--- config.mk ---
export PLATFORM = sky130hd
export DESIGN_NAME = morse_symbol_sequencer_flat
export DESIGN_NICKNAME = d
export VERILOG_FILES = /design/src/rtl/morse_pkg.sv /design/src/rtl/morse_symbol_sequencer_if.sv /design/src/rtl/morse_unit_timer.sv /design/src/rtl/morse_symbol_sequencer.sv /design/src/flat_wrapper.sv
export SDC_FILE = /design/constraint.sdc
export NUM_CORES = 1
export LEC_CHECK = 0
export ABC_CLOCK_PERIOD_IN_PS = 2600
export BUFFER_PORTS_ARGS = -buffer_cell sky130_fd_sc_hd__buf_2
export CAP_MARGIN = 10
export CORE_ASPECT_RATIO = 0.5
export CORE_MARGIN = 2
export CORE_UTILIZATION = 30
export DETAILED_ROUTE_END_ITERATION = 16
export PLACE_DENSITY = 0.47
export SLEW_MARGIN = 10
export SYNTH_ARGS = -nofsm -noshare
export SYNTH_HDL_FRONTEND = slang
export SYNTH_SLANG_ARGS = --single-unit
export TNS_END_PERCENT = 10
--- constraint.sdc ---
create_clock -name clk -period 2.6 [get_ports clk]
set_clock_uncertainty 0.05 [all_clocks]
set_input_delay 0.39 -clock clk [delete_from_list [all_inputs] [get_ports clk]]
set_output_delay 0.39 -clock clk [all_outputs]
set_load 0.01 [all_outputs]
--- src/rtl/morse_pkg.sv ---
// Symbol codes shared between the key sequencer and the alphabet FSM.
package morse_pkg;

    typedef logic [2:0] sym_t;

    localparam sym_t SYM_WAIT  = 3'd0;
    localparam sym_t SYM_DIT   = 3'd1;
    localparam sym_t SYM_DAH   = 3'd2;
    localparam sym_t SYM_GAP   = 3'd3;
    localparam sym_t SYM_SPACE = 3'd4;

    function automatic logic is_symbol(input sym_t code);
        return code != SYM_WAIT;
    endfunction

endpackage

--- src/rtl/morse_symbol_sequencer_if.sv ---
// Symbol stream from the key sequencer towards the alphabet FSM.
interface morse_symbol_sequencer_if;
    import morse_pkg::*;

    sym_t sym_code;
    logic sym_valid;
    logic err;
    logic busy;

    modport master (output sym_code, output sym_valid, output err, output busy);
    modport slave  (input  sym_code, input  sym_valid, input  err, input  busy);
endinterface

--- src/rtl/morse_unit_timer.sv ---
// Prescaler plus saturating 4-bit count of whole Morse units since the last clear.
module morse_unit_timer #(
    parameter int UNIT_CYCLES = 4
) (
    input  logic       clk,
    input  logic       rst_n,
    input  logic       clr,
    output logic [3:0] units
);
    localparam int PW = $clog2(UNIT_CYCLES);

    logic [PW-1:0] presc_reg;
    logic [3:0]    units_reg;

    // The edge cycle that asserts clr is itself unit-cycle 0, so the
    // prescaler restarts at 1; a mark of N*UNIT_CYCLES cycles then reads N units.
    always_ff @(posedge clk or negedge rst_n) begin
        if (!rst_n) begin
            presc_reg <= '0;
            units_reg <= '0;
        end else if (clr) begin
            presc_reg <= PW'(1);
            units_reg <= '0;
        end else if (presc_reg == PW'(UNIT_CYCLES - 1)) begin
            presc_reg <= '0;
            if (units_reg != 4'hF)
                units_reg <= units_reg + 4'd1;
        end else begin
            presc_reg <= presc_reg + 1'b1;
        end
    end

    assign units = units_reg;

endmodule

--- src/rtl/morse_symbol_sequencer.sv ---
// Classifies a raw key into DIT/DAH/GAP/SPACE symbols with letter-length and stuck-key limits.
module morse_symbol_sequencer
    import morse_pkg::*;
#(
    parameter int UNIT_CYCLES = 4,
    parameter int DAH_UNITS   = 2,
    parameter int GAP_UNITS   = 3,
    parameter int SPACE_UNITS = 7,
    parameter int STUCK_UNITS = 15,
    parameter int MAX_SYMS    = 5
) (
    input  logic                            clk,
    input  logic                            rst_n,
    input  logic                            key,
    morse_symbol_sequencer_if.master        seq
);
    localparam logic [1:0] ST_IDLE  = 2'd0;
    localparam logic [1:0] ST_MARK  = 2'd1;
    localparam logic [1:0] ST_OFF   = 2'd2;
    localparam logic [1:0] ST_STUCK = 2'd3;
    localparam int CW = $clog2(MAX_SYMS + 1);

    logic          key_meta_reg, key_s_reg, key_d_reg;
    logic [1:0]    state_reg, state_next;
    logic [CW-1:0] sym_cnt_reg, sym_cnt_next;
    logic          gap_sent_reg, gap_sent_next;
    sym_t          sym_code_reg, sym_code_next;
    logic          sym_valid_reg, err_reg, err_next, busy_reg;
    logic          key_rise, key_fall;
    logic [3:0]    units;

    assign key_rise = key_s_reg & ~key_d_reg;
    assign key_fall = ~key_s_reg & key_d_reg;

    morse_unit_timer #(.UNIT_CYCLES(UNIT_CYCLES)) u_timer (
        .clk   (clk),
        .rst_n (rst_n),
        .clr   (key_rise | key_fall),
        .units (units)
    );

    // Edges are handled before thresholds, so an edge coinciding with a
    // threshold restarts timing instead of emitting the threshold symbol.
    always_comb begin
        state_next    = state_reg;
        sym_cnt_next  = sym_cnt_reg;
        gap_sent_next = gap_sent_reg;
        sym_code_next = SYM_WAIT;
        err_next      = 1'b0;
        case (state_reg)
            ST_IDLE: begin
                if (key_rise) begin
                    state_next    = ST_MARK;
                    gap_sent_next = 1'b0;
                end
            end
            ST_MARK: begin
                if (key_fall) begin
                    state_next = ST_OFF;
                    if (sym_cnt_reg == CW'(MAX_SYMS)) begin
                        sym_code_next = SYM_GAP;
                        err_next      = 1'b1;
                        sym_cnt_next  = '0;
                        gap_sent_next = 1'b1;
                    end else begin
                        sym_code_next = (units >= 4'(DAH_UNITS)) ? SYM_DAH : SYM_DIT;
                        sym_cnt_next  = sym_cnt_reg + 1'b1;
                    end
                end else if (units >= 4'(STUCK_UNITS)) begin
                    state_next = ST_STUCK;
                    err_next   = 1'b1;
                end
            end
            ST_OFF: begin
                if (key_rise) begin
                    state_next    = ST_MARK;
                    gap_sent_next = 1'b0;
                end else if (units == 4'(SPACE_UNITS)) begin
                    sym_code_next = SYM_SPACE;
                    state_next    = ST_IDLE;
                end else if (units == 4'(GAP_UNITS) && !gap_sent_reg) begin
                    sym_code_next = SYM_GAP;
                    gap_sent_next = 1'b1;
                    sym_cnt_next  = '0;
                end
            end
            ST_STUCK: begin
                if (key_fall) begin
                    sym_code_next = SYM_GAP;
                    sym_cnt_next  = '0;
                    state_next    = ST_IDLE;
                end
            end
            default: state_next = ST_IDLE;
        endcase
    end

    always_ff @(posedge clk or negedge rst_n) begin
        if (!rst_n) begin
            key_meta_reg  <= 1'b0;
            key_s_reg     <= 1'b0;
            key_d_reg     <= 1'b0;
            state_reg     <= ST_IDLE;
            sym_cnt_reg   <= '0;
            gap_sent_reg  <= 1'b1;
            sym_code_reg  <= SYM_WAIT;
            sym_valid_reg <= 1'b0;
            err_reg       <= 1'b0;
            busy_reg      <= 1'b0;
        end else begin
            key_meta_reg  <= key;
            key_s_reg     <= key_meta_reg;
            key_d_reg     <= key_s_reg;
            state_reg     <= state_next;
            sym_cnt_reg   <= sym_cnt_next;
            gap_sent_reg  <= gap_sent_next;
            sym_code_reg  <= sym_code_next;
            sym_valid_reg <= is_symbol(sym_code_next);
            err_reg       <= err_next;
            busy_reg      <= (state_next != ST_IDLE);
        end
    end

    assign seq.sym_code  = sym_code_reg;
    assign seq.sym_valid = sym_valid_reg;
    assign seq.err       = err_reg;
    assign seq.busy      = busy_reg;

endmodule

--- src/flat_wrapper.sv ---
// flat-port wrapper written by rule: the top's interface ports become plain ports
module morse_symbol_sequencer_flat import morse_pkg::*;
#(
    parameter int UNIT_CYCLES = 4,
    parameter int DAH_UNITS   = 2,
    parameter int GAP_UNITS   = 3,
    parameter int SPACE_UNITS = 7,
    parameter int STUCK_UNITS = 15,
    parameter int MAX_SYMS    = 5
)
  (clk, rst_n, key, seq_sym_code, seq_sym_valid, seq_err, seq_busy);
  morse_symbol_sequencer_if seq_i ();
  input  logic clk;
  input  logic rst_n;
  input  logic key;
  output wire logic [$bits(seq_i.sym_code)-1:0] seq_sym_code;
  output wire logic [$bits(seq_i.sym_valid)-1:0] seq_sym_valid;
  output wire logic [$bits(seq_i.err)-1:0] seq_err;
  output wire logic [$bits(seq_i.busy)-1:0] seq_busy;
  assign seq_sym_code = seq_i.sym_code;
  assign seq_sym_valid = seq_i.sym_valid;
  assign seq_err = seq_i.err;
  assign seq_busy = seq_i.busy;
  morse_symbol_sequencer #(.UNIT_CYCLES(UNIT_CYCLES), .DAH_UNITS(DAH_UNITS), .GAP_UNITS(GAP_UNITS), .SPACE_UNITS(SPACE_UNITS), .STUCK_UNITS(STUCK_UNITS), .MAX_SYMS(MAX_SYMS)) u_core (.clk(clk), .rst_n(rst_n), .key(key), .seq(seq_i));
endmodule
After elaboration in Yosys (flattened, before gate mapping)
Index checks and enable logic that the tools add are counted.
{"block": "op_classes", "addsub": 3, "n_mul": 0, "n_div": 0, "order_cmp": 2, "eq_ne": 17, "shift": 0, "n_mux": 38, "n_bitwise": 5, "reduce_logical": 12}
{"operator": "3-bit two-way mux", "n": 10}
{"operator": "2-bit two-way mux", "n": 11}
{"operator": "3-bit case mux with 3 select lines", "n": 2}
{"operator": "4-bit two-way mux", "n": 3}
{"operator": "6-bit AND reduction", "n": 2}
{"operator": "1-bit two-way mux", "n": 10}
{"operator": "2-bit by 1-bit != test with 1-bit output, second input constant", "n": 5}
{"operator": "3-bit nonzero test", "n": 3}
{"operator": "2-bit case mux with 4 select lines", "n": 1}
{"operator": "2-bit equality test, second input constant", "n": 3}
{"operator": "2-bit nonzero test", "n": 3}
{"operator": "4-bit by 1-bit adder with 4-bit output, second input constant", "n": 1}
{"operator": "4-bit by 2-bit equality test with 1-bit output, second input constant", "n": 1}
{"operator": "4-bit by 3-bit equality test with 1-bit output, second input constant", "n": 1}
{"operator": "4-bit by 2-bit greater-or-equal comparator with 1-bit output, second input constant", "n": 1}
{"operator": "4-bit greater-or-equal comparator, second input constant", "n": 1}
{"operator": "2-bit != test, second input constant", "n": 2}
{"operator": "4-bit != test, second input constant", "n": 1}
{"operator": "3-bit by 1-bit adder with 3-bit output, second input constant", "n": 1}
{"operator": "3-bit equality test, second input constant", "n": 1}
{"operator": "3-bit by 1-bit != test with 1-bit output, second input constant", "n": 1}
{"operator": "3-bit by 2-bit != test with 1-bit output, second input constant", "n": 1}
{"operator": "1-bit case mux with 3 select lines", "n": 1}
{"operator": "2-bit by 1-bit adder with 2-bit output, second input constant", "n": 1}
{"operator": "8 further kinds", "n": 10}
{"block": "word_totals", "register_bits": 21, "latch_bits": 0, "ramBits": 0, "romBits": 0, "input_bits": 3, "wordCells": 89, "mem_count": 0}

Logic depth before layout (Yosys ltp)
Gate-level depths: netlist of the first run.
{"block": "depth", "ltp_word": 7, "depth_mapped": 7, "mapped_depth_nobuf": 6}

Modules after synthesis
Synthesis of the first run repeated with hierarchy kept, for this count alone.
{"block": "unflattened", "hier_cells": 111, "hier_area_um2": 1193.6}
{"module": "morse_symbol_sequencer", "instances": 1, "cells_per_inst": 86, "area_each_um2": 884.6, "seq_area_each_um2": 376.6}
{"module": "morse_unit_timer", "instances": 1, "cells_per_inst": 25, "area_each_um2": 309.0, "seq_area_each_um2": 150.1}

Worst setup path after synthesis of the first run
Ideal clock, no wire load.
{"block": "synth_timing", "path_type": "register -> register", "from": "register u_core.u_timer.units_reg[1], in the netlist u_core.u_timer.units[1]", "to": "register u_core.sym_cnt_reg[1]", "setup_ns": 0.121, "arrival_time_ns": 1.564, "path_slack_ns": 0.865, "path_stages_with_launch": 6, "path_buffers": 0, "period_less_slack_ns": 1.735, "cell_sequence": "dfrtp_1 ha_1 or4b_4 o21ai_2 o311ai_1 a22o_1"}
{"block": "synth_via", "elab_chain_len": 4, "elab_cells_between_ends": 6, "classes_between": "4 x eq/ne; 2 x reduce/logical"}
{"element": "start, declared", "line_no": "morse_unit_timer.sv:13", "text": "logic [3:0] units_reg;"}
{"element": "start signal, assigned", "line_no": "morse_unit_timer.sv:27", "text": "units_reg <= units_reg + 4'd1;"}
{"element": "4-bit by 2-bit equality test with 1-bit output", "line_no": "morse_symbol_sequencer.sv:81", "text": "end else if (units == 4'(GAP_UNITS) && !gap_sent_reg) begin"}
{"element": "1-bit logical AND", "line_no": "morse_symbol_sequencer.sv:81"}
{"element": "2-bit by 1-bit != test with 1-bit output (no line)"}
{"element": "6-bit AND reduction (no line) *"}
{"element": "end signal, assigned", "line_no": "morse_symbol_sequencer.sv:115", "text": "sym_cnt_reg <= sym_cnt_next;"}
{"element": "end, declared", "line_no": "morse_symbol_sequencer.sv:25", "text": "logic [CW-1:0] sym_cnt_reg, sym_cnt_next;"}
Every way passes the cells marked *; elsewhere a longest branch is shown, timed or not.
A chain may end at the register's enable or synchronous reset.

Worst setup path in the final report of the first run
{"block": "layout_timing", "from": "register u_core.state_reg[1]", "to": "register u_core.sym_cnt_reg[2]"}
{"block": "layout_via", "elab_chain_len": 3, "elab_cells_between_ends": 11, "classes_between": "8 x eq/ne; 1 x mux; 2 x reduce/logical"}
{"element": "start, declared", "line_no": "morse_symbol_sequencer.sv:24", "text": "logic [1:0] state_reg, state_next;"}
{"element": "start signal, assigned", "line_no": "morse_symbol_sequencer.sv:114", "text": "state_reg <= state_next;"}
{"element": "2-bit equality test / 2-bit by 1-bit equality test with 1-bit output (equally long branches)", "line_no": "morse_symbol_sequencer.sv:50", "text": "case (state_reg)"}
{"element": "2-bit by 1-bit != test with 1-bit output (no line) (tied with other cells)"}
{"element": "6-bit AND reduction (no line)"}
Several ways; a longest one is shown, not always the timed one.

==> impl_metrics.ini, run 1 <==
[synthesis]
synth_nets = 122
yosysTopAreaCell = dfrtp_1
syn_area_mm2 = 0.00113
synth_seq_cells = 21
synth_warnings = 0
synth_flop_cell = dfrtp_1
yosysUniqueCellTypes = 37
syn_avg_cell_area_um2 = 10.5
synth_area_leaders = dfrtp_1 44%, ha_1 12%, a21oi_1 3.5%, and2_1 2.8%, nor2_1 2.7%
yosysTopAreaCellShare_pct = 44.2
netlist_instances = 108
synth-edff-count = 0
postSynth.asyncResetShare_pct = 100
ys_seq_area_share_pct = 46.5

[floorplanning]
die_y_um = 47.4
dieWidth_um = 90.9
top_level_ports = 9
start_util_pct = 32.1
num_rows = 15
fp.dieArea_mm2 = 0.00431
core_mm2 = 0.00353

[final_layout]
final_common_cell = dfrtp_1
drive_above_1_share_pct = 15.3
syn_to_final_growth_pct = 12.6
largest_reg_flops = 4
num_antenna_cells = 0
nets = 133
mostFrequentLayoutCells = 20 x dfrtp_1, 11 x ha_1, 8 x nor2_1, 8 x a21oi_1, 8 x buf_2
layout.cells.non_filler = 169
nFillCells = 376
stdcell_area_mm2 = 0.00127

[setup_path]
crit_slowest_cell = or4_1
end_kind = flop
worstPathCellList = inv_1 -> ha_1 -> o21ba_2 -> or4_1 -> nor2_1 -> a32o_1
path_class = flop to flop
critPathMaxFanout = 12
path_buf_inv = 1
required_ns = 2.76
start_kind = flop
crit_family = simple AND/OR/NAND/NOR gates
cp_slowest_stage_delay_ns = 0.43
cp.arrival_ns = 2.11

[timing]
post-route-period-util_pct = 75.2
hold_violations = 0
post-route-min-period_ns = 1.96
max_freq_mhz = 511
rsz0062_at_grt = false
setup_viol = 0
max_slew_margin_pct = 67.9
setup_tns_ns = 0
slew_viol_final = 0
worstMarginPinSlew_ns = 0.481

[placed_design]
place_area_mm2 = 0.00123
gp_congestion = 0.852
dp_cells = 165
place_hpwl_um = 1520
port_buffers = 8

[global_route]
grt_pass1_wl_um = 3690
grt.total_usage_pct = 11.6
first_global_vias = 751
grt_max_degree = 22
overflow = 0
antenna_found_initial = 0

[detailed_routing]
vias_per_cell = 4.80
firstDrtPassIters = 4
drc = 0
wire_per_inst_um = 12.8
met3_length_um = 63
drtIter0Drc = 6
wirelength_um = 2160
top_layer_used = met4
wl_met1_um = 1130
final_antenna_net_count = 0
wl_met2_um = 942
via_count = 811

[cts]
cts.sinks = 21
cts_resized = 0
h-tree-depth = 1
cts-root-buf = clkbuf_8
insertion_delay_ns = 0.26
postCtsSetupBuffers = 0
cts_tree = yes
clock_tree.buffer_depth = 2
path_clk_slew_ns = 0.08
cts_hold_buf = 0
cts_made_buffers = 3

[hold_path]
holdCritPathClass = input pin to async pin

[status]
outcome = finished, final reports clean

[power_and_ir_drop]
p_leak_nw = 0.623
power_density_mw_per_mm2 = 829
finalPower_w = 0.00106
ir_drop_v = 0.000171

[flow_run]
cap_violations = 0
-- power breakdown --
group	switching [W]	internal [W]	total, W
combinational	0.000214	0.000171	0.000385
clock	0.000111	0.000107	0.000218
sequential	0.0000573	0.000396	0.000454
-- cell usage after synthesis, types with 2 or more instances --
cell type and n:
nand2_1 4, xnor2_1 2, nor2b_1 3, or4_1 2, and3_1 3, a21o_1 2
nand3_1 3, and2_1 5, inv_1 7, ha_1 11, a21oi_1 8, dfrtp_1 20
o22ai_1 3, nor2_1 8, o21ai_0 4, clkbuf_1 2
-- through the flow --
step	util [%]	setup slack (ns)	hold WS [ns]
2_1_floorplan	-	0.865	0.0444
3_3_place_gp	34.8	0.724	0.285
3_5_place_dp	34.8	0.666	0.289
4_1_cts	36.1	0.647	0.0454
5_1_grt	36.1	0.464	0.0570
6_report	36.1	0.644	0.0266
-- path summary, 6_finish.rpt --
check / slack (ns) / endpoint / from / cells after the start
setup / recovery: 0.64 / u_core.sym_cnt_reg[2] / u_core.state_reg[1] / 6
hold / removal: 0.03 / u_core.state_reg[1] / rst_n / 1
setup reg to reg: 0.64 / u_core.sym_cnt_reg[2] / u_core.state_reg[1] / 6
hold reg to reg: 0.30 / u_core.key_s_reg / u_core.key_meta_reg / 0
max in group asynchronous: 2.13 / u_core.gap_sent_reg / rst_n / 1
min in group clk: 0.19 / u_core.key_meta_reg / key / 1
-- cell families (layout without fill, tap and decap cells) --
group / Yosys count / count (layout) / synth area share (%)
AOI/OAI and AO/OA: 28 / 28 / 17.1
xor gates and xnor gates: 2 / 2 / 1.55
adders and majority gates: 11 / 11 / 12.2
buffers and inverters: 9 / 19 / 2.98
DFF: 21 / 21 / 46.5
muxes: 1 / 1 / 0.884
and+or+nand+nor: 36 / 36 / 18.8
-- routing by layer --
metal | up-vias | GRT usage, %
met3 | 2 | 3.78
li1 | 406 | -
met2 | 9 | 18.2
met5 | - | 0
met1 | 394 | 15.5
met4 | 0 | 4.55
-- worst reg2reg max path, stage by stage, from the launching register on --
cell	delay, ns
dfrtp_1	0.40
inv_1	0.11
ha_1	0.32
o21ba_2	0.27
or4_1	0.43
nor2_1	0.14
a32o_1	0.17
-- area by class of cell --
type	instances	area (um2)	share of cell area, %
tap	51	63.8	5.00
clock buffer	3	41.3	3.24
inverter	7	26.3	2.06
multi-input combinational	78	572	44.8
timing repair buffer	8	40.0	3.14
clock inverter	1	5.00	0.393
sequential	21	527	41.3
Power figures use the tool's default switching activity.
==> inputs of run 2 (changes only) <==
Settings changed: ABC_CLOCK_PERIOD_IN_PS 2600 to 1830.
Clock period 2.6 ns to 1.83 ns, I/O delays scaled along.
==> impl_metrics.ini, run 2 (synthesis gave the netlist of run 1 again) <==
[floorplanning]
top_level_ports = 9
num_rows = 15
die_y_um = 47.4
core_mm2 = 0.00353
fp.dieArea_mm2 = 0.00431
start_util_pct = 32.1
dieWidth_um = 90.9

[power_and_ir_drop]
power_density_mw_per_mm2 = 1140
p_int_w = 0.00102
power_frac_seq_pct = 41.5
p_leak_nw = 0.677
ir_drop_v = 0.000280
power_switching_w = 0.000552
clockPowerShare_pct = 19.2
switching_share_pct = 35.2
combPwrFrac_pct = 39.3

[flow_run]
cap_violations = 0

[status]
outcome = finished, final reports clean

[detailed_routing]
vias_per_cell = 4.65
drtIter0Drc = 19
wire_per_inst_um = 12.7
final_antenna_net_count = 0
firstDrtPassIters = 4
wirelength_um = 2290
drc = 0
via_count = 842

[global_route]
grt_max_degree = 22
antenna_found_initial = 0
overflow = 0
first_global_vias = 776
grt_pass1_wl_um = 3800
grt.total_usage_pct = 11.8

[final_layout]
largest_reg_flops = 4
syn_to_final_growth_pct = 21.5
nets = 145
final_common_cell = dfrtp_1
num_antenna_cells = 0
nFillCells = 380
drive_above_1_share_pct = 24.6
final_util_pct = 39.0
mostFrequentLayoutCells = 19 x dfrtp_1, 11 x buf_4, 10 x ha_1

[timing]
post-route-min-period_ns = 1.80
setup_viol = 0
max_slew_margin_pct = 67.7
slew_viol_final = 0
post-route-period-util_pct = 98.3
setup_slack_ns = 0.0308
hold_violations = 0
rsz0062_at_grt = true
max_freq_mhz = 556
worstMarginPinSlew_ns = 0.485

[cts]
h-tree-depth = 1
cts_made_buffers = 3
cts-root-buf = clkbuf_8
path_clk_slew_ns = 0.08
insertion_delay_ns = 0.25
cts_tree = yes
clock_tree.buffer_depth = 2
cts.sinks = 21

[setup_path]
path_class = flop to flop
worstPathCellList = inv_1 -> ha_1 -> or4_1 -> or2_2 -> a21oi_1
ff2ff_setup_slack_ns = 0.03
end_kind = flop
cp.arrival_ns = 1.94
crit_slowest_cell = or4_1
critPathMaxFanout = 3
cp_slowest_stage_delay_ns = 0.59
required_ns = 1.97
ff2ff_path_depth = 5
start_kind = flop

[hold_path]
holdCritPathClass = input pin to flop
whs_path_depth = 1

[placed_design]
place_hpwl_um = 1700
gp_congestion = 0.836
port_buffers = 8
place_ws_ns = 0.00992
-- run 2: through the flow --
stage / instance area, um2 / cells / total power, W / hold WS [ns] / TNS, ns
global route: 1380 / 181 / 0.00170 / 0.0542 / -0.0465
floorplan: 1130 / 108 / 0.00107 / -0.0711 / 0
detailed placement: 1300 / 175 / 0.00124 / 0.224 / 0
global placement: 1300 / 175 / 0.00125 / 0.214 / 0
finish: 1380 / 181 / 0.00157 / 0.0703 / 0
CTS: 1360 / 180 / 0.00157 / 0.0589 / 0
-- run 2: repair_timing --
action | CTS | global route
gates resized for setup | 0 | 4
hold buffers | 1 | 0
endpoints found under the setup margin | 0 | 3
buffers inserted | 0 | 1
hold endpoints to repair | 20 | 0
-- run 2: final timing paths --
kind	endpoint	start
hold reg to reg	u_core.key_s_reg	u_core.key_meta_reg
max in group asynchronous	u_core.state_reg[0]	rst_n
setup reg to reg	u_core.seq.sym_code[0]	u_core.u_timer.units[0]
setup / recovery	u_core.seq.sym_code[0]	u_core.u_timer.units[0]
min in group asynchronous	u_core.seq.sym_code[2]	rst_n
hold / removal	u_core.key_meta_reg	key
-- run 2: final cells by class --
type / count / area [um2] / share of cell area [%]
Sequential cell: 21 / 528 / 38.4
Clock buffer: 4 / 45.0 / 3.27
Multi-Input combinational cell: 78 / 581 / 42.2
Inverter: 7 / 26.3 / 1.91
Tap cell: 51 / 63.8 / 4.64
Timing Repair Buffer: 20 / 133 / 9.64
-- run 2: worst max-delay path: cells and delay by family (launching register included) --
family | cells | cell delay [ns]
DFF | 1 | 0.37
buffers and inverters | 1 | 0.08
adders and majority gates | 1 | 0.18
and+or+nand+nor | 2 | 0.91
AOI/OAI and AO/OA | 1 | 0.14
-- run 2: metal layers --
layer	global-route usage [%]	vias up	part of all wire, %
met3	3.31	2	3.4
met1	15.5	393	53
met4	5.15	0	0.44
met2	19.3	17	43
met5	0	-	0
li1	-	430	-
-- run 2: power by group through the flow --
stage	logic [W]	registers (W)	clock network [W]
final	0.000617	0.000651	0.000301
after global routing	0.000691	0.000669	0.000341
after CTS	0.000598	0.000644	0.000323
after detailed placement	0.000590	0.000653	0
after global placement	0.000594	0.000654	0
after floorplan	0.000421	0.000645	0
==> inputs of run 3 (changes only) <==
==> constraint.sdc (replaced) <==
create_clock -name clk -period 1.83 [get_ports clk]
set_clock_uncertainty 0.05 [all_clocks]
set_input_delay 0.4575 -clock clk [delete_from_list [all_inputs] [get_ports clk]]
set_output_delay 0.4575 -clock clk [all_outputs]
set_load 0.01 [all_outputs]
==> impl_metrics.ini, run 3 (synthesis gave the netlist of run 1 again) <==
[floorplanning]
fp.dieArea_mm2 = 0.00431
core_mm2 = 0.00353
die_y_um = 47.4
dieWidth_um = 90.9
start_util_pct = 32.1
num_rows = 15
top_level_ports = 9

[cts]
path_clk_slew_ns = 0.08
h-tree-depth = 1
clock_tree.buffer_depth = 2
cts_hold_buf = 0
cts-root-buf = clkbuf_8
cts.sinks = 21
cts_tree = yes
cts_made_buffers = 3
insertion_delay_ns = 0.25

[global_route]
grt.total_usage_pct = 11.7
grt_pass1_wl_um = 3770
antenna_found_initial = 0
grt_max_degree = 22
first_global_vias = 771
overflow = 0

[detailed_routing]
wirelength_um = 2290
via_count = 834
final_antenna_net_count = 0
drc = 0
firstDrtPassIters = 4
vias_per_cell = 4.63
drtIter0Drc = 17
wire_per_inst_um = 12.7

[hold_path]
holdCritPathClass = input pin to async pin

[final_layout]
drive_above_1_share_pct = 24.8
stdcell_area_mm2 = 0.00137
num_antenna_cells = 0
largest_reg_flops = 4
mostFrequentLayoutCells = 19 x dfrtp_1, 11 x buf_4, 10 x ha_1
nets = 144
nFillCells = 379
final_common_cell = dfrtp_1
final_util_pct = 38.7
regArea_um2 = 528
syn_to_final_growth_pct = 20.7
multi_input_area_um2 = 581

[power_and_ir_drop]
ir_drop_v = 0.000279
finalPower_w = 0.00157
p_leak_nw = 0.673
power_density_mw_per_mm2 = 1150

[placed_design]
place_ws_ns = 0.00992
place_area_mm2 = 0.00130
place_hpwl_um = 1700
gp_congestion = 0.836
port_buffers = 8

[setup_path]
path_class = flop to flop
start_kind = flop
required_ns = 1.97
end_kind = flop
cp.arrival_ns = 1.94
critPathMaxFanout = 3

[timing]
worstMarginPinSlew_ns = 0.486
max_freq_mhz = 556
hold_violations = 0
rsz0062_at_grt = true
slew_viol_final = 0
post-route-min-period_ns = 1.80
setup_slack_ns = 0.0317
post-route-period-util_pct = 98.3
max_slew_margin_pct = 67.6
setup_viol = 0

[status]
outcome = finished, final reports clean

[flow_run]
cap_violations = 0
run 3: cell types whose count changed in the layout (fill, tap and decap cells not counted):
cell,previous run,this run
dlygate4sd3_1,1,0
run 3: path summary, 6_finish.rpt:
path / start / endpoint / slack, ns / cells after the start
hold / removal: rst_n / u_core.seq.sym_code[2] / 0.10 / 1
max in group asynchronous: rst_n / u_core.state_reg[0] / 1.27 / 1
setup reg to reg: u_core.u_timer.units[0] / u_core.seq.sym_code[0] / 0.03 / 5
hold reg to reg: u_core.key_meta_reg / u_core.key_s_reg / 0.30 / 0
setup / recovery: u_core.u_timer.units[0] / u_core.seq.sym_code[0] / 0.03 / 5
min in group clk: key / u_core.key_meta_reg / 0.25 / 1
run 3: worst max-delay path, cell delays in order, from the launching register on:
cell	delay (ns)
dfrtp_1	0.37
inv_1	0.08
ha_1	0.18
or4_1	0.59
or2_2	0.32
a21oi_1	0.14
run 3: where the power goes:
part	switching (W)	internal, W	leakage, nW
combinational	0.000320	0.000296	0.382
sequential	0.0000858	0.000565	0.269
clock	0.000146	0.000155	0.0228
run 3: layer usage:
metal,GRT usage (%),wire (um),vias up
li1,-,-,428
met2,19.1,985,15
met3,3.31,76,2
met5,0,0,-
met4,5.15,10,0
met1,15.4,1210,389
run 3: metrics by stage:
step                cells  hold slack, ns  setup TNS, ns
floorplan             108           0.112              0
global placement      175           0.282              0
detailed placement    175           0.286              0
CTS                   179           0.118              0
global route          180           0.132        -0.0465
finish                180           0.100              0
run 3: area by class of cell:
| type | instances | area share, % |
|---|---|---|
| repair buffers | 19 | 8.97 |
| well taps | 51 | 4.67 |
| clock buffers | 4 | 3.30 |
| multi-input cells | 78 | 42.5 |
| inverters | 7 | 1.92 |
| flip-flops and latches | 21 | 38.6 |
run 3: timing repair:
item,4_1_cts,5_1_grt
buffers inserted,0,1
resized for setup,0,4
endpoints found under the setup margin,0,3
endpoints found under the hold margin,0,0
